**src/rtl/switch_handshake_host.sv**
```systemverilog
// switch_handshake_host
//   Host-side driver for the picoMIPS switch/LED port. Takes an operand byte
//   from a valid/ready stream and drives it onto the CPU switch lines. It then
//   pulses the handshake line for HOLD_CYCLES and waits SETTLE_CYCLES. After
//   that it samples the CPU LED outport and returns the sampled byte on a
//   second valid/ready stream.
//
//   Optional build macro SWITCH_HOST_LED_CHANGE_EN: the block snapshots
//   led_in when it accepts an operand. If led_in differs from that snapshot
//   for two consecutive SETTLE cycles, it samples early instead of waiting
//   for the full timeout.
//
// Ports
//   clk          in   system clock (shared with the picoMIPS core)
//   n_reset      in   asynchronous active-low reset
//   in_data      in   operand byte        in_valid  in  / in_ready  out
//   sw_data      out  CPU SW[7:0]         sw_handshake out  CPU SW[8]
//   led_in       in   CPU LED[7:0], same clock domain
//   res_data     out  sampled LED byte    res_valid out / res_ready in
//   busy         out  high in any state other than IDLE
//
// state   | meaning
// IDLE    | waiting for an operand, in_ready high
// DRIVE   | operand on sw_data, handshake high, counting HOLD_CYCLES
// SETTLE  | handshake low, waiting for the CPU result to settle
// PRESENT | sampled result offered on res_data until res_ready

module switch_handshake_host #(
  parameter int n             = 8,
  parameter int HOLD_CYCLES   = 4,
  parameter int SETTLE_CYCLES = 16,
  parameter int CNT_W         = 8
) (
  input  logic         clk,
  input  logic         n_reset,
  input  logic [n-1:0] in_data,
  input  logic         in_valid,
  output logic         in_ready,
  output logic [n-1:0] sw_data,
  output logic         sw_handshake,
  input  logic [n-1:0] led_in,
  output logic [n-1:0] res_data,
  output logic         res_valid,
  input  logic         res_ready,
  output logic         busy
);

  localparam logic [CNT_W-1:0] HOLD_LD   = CNT_W'(HOLD_CYCLES - 1);
  localparam logic [CNT_W-1:0] SETTLE_LD = CNT_W'(SETTLE_CYCLES - 1);

  typedef enum logic [1:0] {IDLE, DRIVE, SETTLE, PRESENT} state_t;

  state_t           state_q, state_d;
  logic [CNT_W-1:0] cnt_q, cnt_d;
  logic [n-1:0]     sw_data_q, sw_data_d;
  logic             hs_q, hs_d;
  logic [n-1:0]     res_data_q, res_data_d;
  logic             res_valid_q, res_valid_d;
`ifdef SWITCH_HOST_LED_CHANGE_EN
  logic [n-1:0]     snap_q, snap_d;
  logic             chg_q, chg_d;
  logic             led_diff;
  assign led_diff = (led_in != snap_q);
`endif

  // State and datapath registers
  always_ff @(posedge clk or negedge n_reset) begin
    if (!n_reset) begin
      state_q     <= IDLE;
      cnt_q       <= '0;
      sw_data_q   <= '0;
      hs_q        <= 1'b0;
      res_data_q  <= '0;
      res_valid_q <= 1'b0;
`ifdef SWITCH_HOST_LED_CHANGE_EN
      snap_q      <= '0;
      chg_q       <= 1'b0;
`endif
    end else begin
      state_q     <= state_d;
      cnt_q       <= cnt_d;
      sw_data_q   <= sw_data_d;
      hs_q        <= hs_d;
      res_data_q  <= res_data_d;
      res_valid_q <= res_valid_d;
`ifdef SWITCH_HOST_LED_CHANGE_EN
      snap_q      <= snap_d;
      chg_q       <= chg_d;
`endif
    end
  end

  // Next-state and next-register values
  always_comb begin
    state_d     = state_q;
    cnt_d       = cnt_q;
    sw_data_d   = sw_data_q;
    hs_d        = hs_q;
    res_data_d  = res_data_q;
    res_valid_d = res_valid_q;
`ifdef SWITCH_HOST_LED_CHANGE_EN
    snap_d      = snap_q;
    chg_d       = 1'b0;
`endif
    case (state_q)
      IDLE: begin
        if (in_valid) begin
          sw_data_d = in_data;
          hs_d      = 1'b1;
          cnt_d     = HOLD_LD;
          state_d   = DRIVE;
`ifdef SWITCH_HOST_LED_CHANGE_EN
          snap_d    = led_in;
`endif
        end
      end
      DRIVE: begin
        if (cnt_q == '0) begin
          hs_d    = 1'b0;
          cnt_d   = SETTLE_LD;
          state_d = SETTLE;
        end else begin
          cnt_d = cnt_q - CNT_W'(1);
        end
      end
      SETTLE: begin
`ifdef SWITCH_HOST_LED_CHANGE_EN
        // chg_q remembers that the previous SETTLE cycle already saw a change
        chg_d = led_diff;
        if ((cnt_q == '0) || (led_diff && chg_q)) begin
`else
        if (cnt_q == '0) begin
`endif
          res_data_d  = led_in;
          res_valid_d = 1'b1;
          cnt_d       = '0;
          state_d     = PRESENT;
        end else begin
          cnt_d = cnt_q - CNT_W'(1);
        end
      end
      PRESENT: begin
        if (res_ready) begin
          res_valid_d = 1'b0;
          state_d     = IDLE;
        end
      end
      default: state_d = IDLE;
    endcase
  end

  // Outputs: in_ready and busy decode the state; the rest are registers
  always_comb begin
    in_ready     = (state_q == IDLE);
    busy         = (state_q != IDLE);
    sw_data      = sw_data_q;
    sw_handshake = hs_q;
    res_data     = res_data_q;
    res_valid    = res_valid_q;
  end

endmodule

```
**config.mk**
```make
export PLATFORM = sky130hd
export DESIGN_NAME = switch_handshake_host
export DESIGN_NICKNAME = d
export VERILOG_FILES = /design/src/rtl/switch_handshake_host.sv
export SDC_FILE = /design/constraint.sdc
export NUM_CORES = 1
export LEC_CHECK = 0
export ABC_AREA = 1
export CORE_UTILIZATION = 47
export DETAILED_ROUTE_END_ITERATION = 10
export PLACE_DENSITY = 0.84
export RECOVER_POWER = 100
export SKIP_LAST_GASP = 1
export SLEW_MARGIN = 0
export SYNTH_ARGS = -nofsm -noshare
export SYNTH_HDL_FRONTEND = slang
export SYNTH_SLANG_ARGS = --single-unit
```
**constraint.sdc**
```tcl
create_clock -name clk -period 1.6 [get_ports clk]
set_clock_uncertainty 0.1 [all_clocks]
set_input_delay 0.24 -clock clk [delete_from_list [all_inputs] [get_ports clk]]
set_output_delay 0.24 -clock clk [all_outputs]
set_load 0.02 [all_outputs]
```
==> results.toml <==
[status]
status = "complete, but fails checks"
violations = "DRC"

[timing]
layout_min_cycle_time_ns = 1.53
hold_viol = 0
worst_slew_pin_slew_ns = 0.673
rsz0062_at_grt = "true"
finalWorstSetupSlack_ns = 0.0726
finalSetupViolations = 0
max_freq_mhz = 655
slew_violations = 0
timing.final.crit_share = 0.955
relSlewSlack = 0.551

[clock_network]
cts_buffer_depth = 2
htree_levels = 1
root_buffer = "clkbuf_4"
cts_tree = "done"
cts_hold_buf = 0
cts_sinks = 28
clock_latency_ns = 0.33
cts_buffers = 3
clk_pin_slew_worst_paths_ns = 0.15

[synth]
syn-num-nets = 208
yosysUniqueCellTypes = 24
synth_flop_cell = "dfrtp_1"
ys_async_sr_fraction = 1.00
yosys_warnings = 0
ys_ff_latch = 28
mappedNetlistArea_um2 = 1470
postSynthCellCount = 182
syn_area_per_cell_um2 = 8.06
synth-edff-count = 0
yosysSeqAreaShare = 0.477

[worst_setup_path]
worstSetupStartpointType = "register"
worstReg2RegStart = "state_q[1]"
path_max_fanout = 5
critPathCaptureType = "register"
worstReg2RegEnd = "cnt_q[6]"
arrival_ns = 1.67
worstSetupStartpoint = "state_q[1]"
crit_end = "cnt_q[6]"
reg2regPathDepth = 11
reg2reg_slack_ns = 0.07
critPathKind = "register to register"
worst_ep_required_time_ns = 1.74

[placement]
dp.final_hpwl_um = 2280
placed_cell_area_um2 = 1970
port_buffers = 39
dp.cells = 261
pre_cts_ws_ns = 0.00891
place_congestion = 0.851

[power_and_ir_drop]
p_total_mw = 4.01
comb_power_share = 0.614
pwr-share-seq = 0.299
power.leakage_nw = 1.08
p_int_mw = 2.11
p_switching_mw = 1.90
p_sw_frac = 0.474
pwr-share-clk = 0.086
powerDensity_nw_per_um2 = 2020
max-vdd-ir-drop_mv = 1.28

[grt]
track_usage = 0.203
grt_pass1_vias = 1206
grt-ovfl-total = 0
grt_max_degree = 29
antenna_found_initial = 0
grt_pass1_wl_um = 5220

[final_layout]
syn_to_final_growth_pct = 35.1
layout_common_cells = "nand2_1, dfrtp_1, nand3_1, clkdlybuf4s50_1, dlygate4sd2_1"
fin_nets = 262
stdcell_count = 266
fin_area_um2 = 1980
final_common_cell = "nand2_1"
drive_gt1_frac = 0.183
diodes = 0

[floorplanning]
dieArea_um2 = 3350
fp.dieW_um = 57.9
start_util = 0.514
die_h_um = 57.9
core-area_um2 = 2850
rows = 19
ios = 40

[drt]
totalWireLength_um = 3020
firstDrtPassIters = 7
drt_iter0_markers = 52
antenna_left = 0
vias = 1265
vias_per_cell = 4.76
routedWlPerCell_um = 11.4
drc_errors = 4

[flow_run]
cap_violations = 0

[hold_path]
min_path_type = "primary input to register"
-- metrics by stage --
step                       util  hold WS [ns]  TNS, ns
after floorplan               -        -0.156        0
after global placement    0.690         0.356        0
after detailed placement  0.690         0.366        0
after CTS                 0.697         0.169  -0.0290
after global routing      0.695         0.330  -0.0577
final                     0.695         0.323        0
-- repair_timing --
item,4_1_cts,5_1_grt
setup buffers,0,1
pin swaps,0,1
setup endpoints to repair,20,12
gates resized for setup,27,4
-- logic make-up after synthesis --
family	after synthesis	share of synthesized area
fa+ha+maj	6	0.0511
compound gates	9	0.0324
flops	28	0.477
xor+xnor	3	0.0179
buf+inv	25	0.0648
simple gates	111	0.356
-- cell usage after synthesis (2+ instances only) --
cell type  number  share of area
nand2_2         2         0.0085
ha_1            6          0.051
nor2_2          5          0.021
xor2_1          2          0.012
nand2_1        73           0.19
inv_2           5          0.013
o21ai_1         4          0.014
o21ai_0         2         0.0068
inv_1          18          0.046
nor2_1          3         0.0077
nand3_2         2          0.014
nand2_4         4          0.031
dfrtp_1        28           0.48
nand3_1        18          0.061
-- flip-flops by register name, summed over array words and instances, names as in the netlist --
register	count
sw_handshake	1
state_q	2
res_data	8
cnt_q	8
sw_data	8
res_valid	1
-- worst min path at each step --
stage / from / end / slack (ns) / depth (start not counted)
2_1_floorplan: n_reset / cnt_q[0] / -0.16 / 0
3_3_place_gp: res_data[4] / res_data[4] / 0.36 / 2
3_5_place_dp: res_data[7] / res_data[7] / 0.37 / 2
4_1_cts: n_reset / cnt_q[4] / 0.17 / 2
5_1_grt: in_data[0] / sw_data[0] / 0.33 / 3
6_report: in_data[7] / sw_data[7] / 0.32 / 3
-- power by group through the flow --
stage | clock network, mW | registers, mW | logic (mW)
2_1_floorplan | 0 | 1.48 | 1.36
3_3_place_gp | 0 | 1.21 | 2.56
3_5_place_dp | 0 | 1.22 | 2.60
4_1_cts | 0.357 | 1.20 | 2.47
5_1_grt | 0.387 | 1.24 | 2.74
6_report | 0.346 | 1.20 | 2.46
-- metal layers --
metal	global-route usage	routed length [um]	vias to the layer above
li1	-	-	670
met1	0.255	1400	556
met2	0.340	1430	35
met3	0.0580	173	4
met4	0.0612	15	0
met5	0	0	-
-- area by class of cell --
cell class	instances	area [um^2]
inverters	24	90.1
fillers	262	870
clock buffers	4	36.3
flip-flops and latches	28	701
well taps	31	38.8
multi-input cells	129	684
repair buffers	50	433
-- critical path: stages (launching register included) --
cell,delay [ns]
dfrtp_1,0.42
inv_2,0.09
ha_4,0.14
inv_2,0.03
nor2_1,0.19
nor2_2,0.09
nand2_1,0.07
inv_2,0.06
nand3_2,0.08
inv_2,0.05
nand2_1,0.07
nand2_1,0.06
Power figures use the tool's default switching activity.
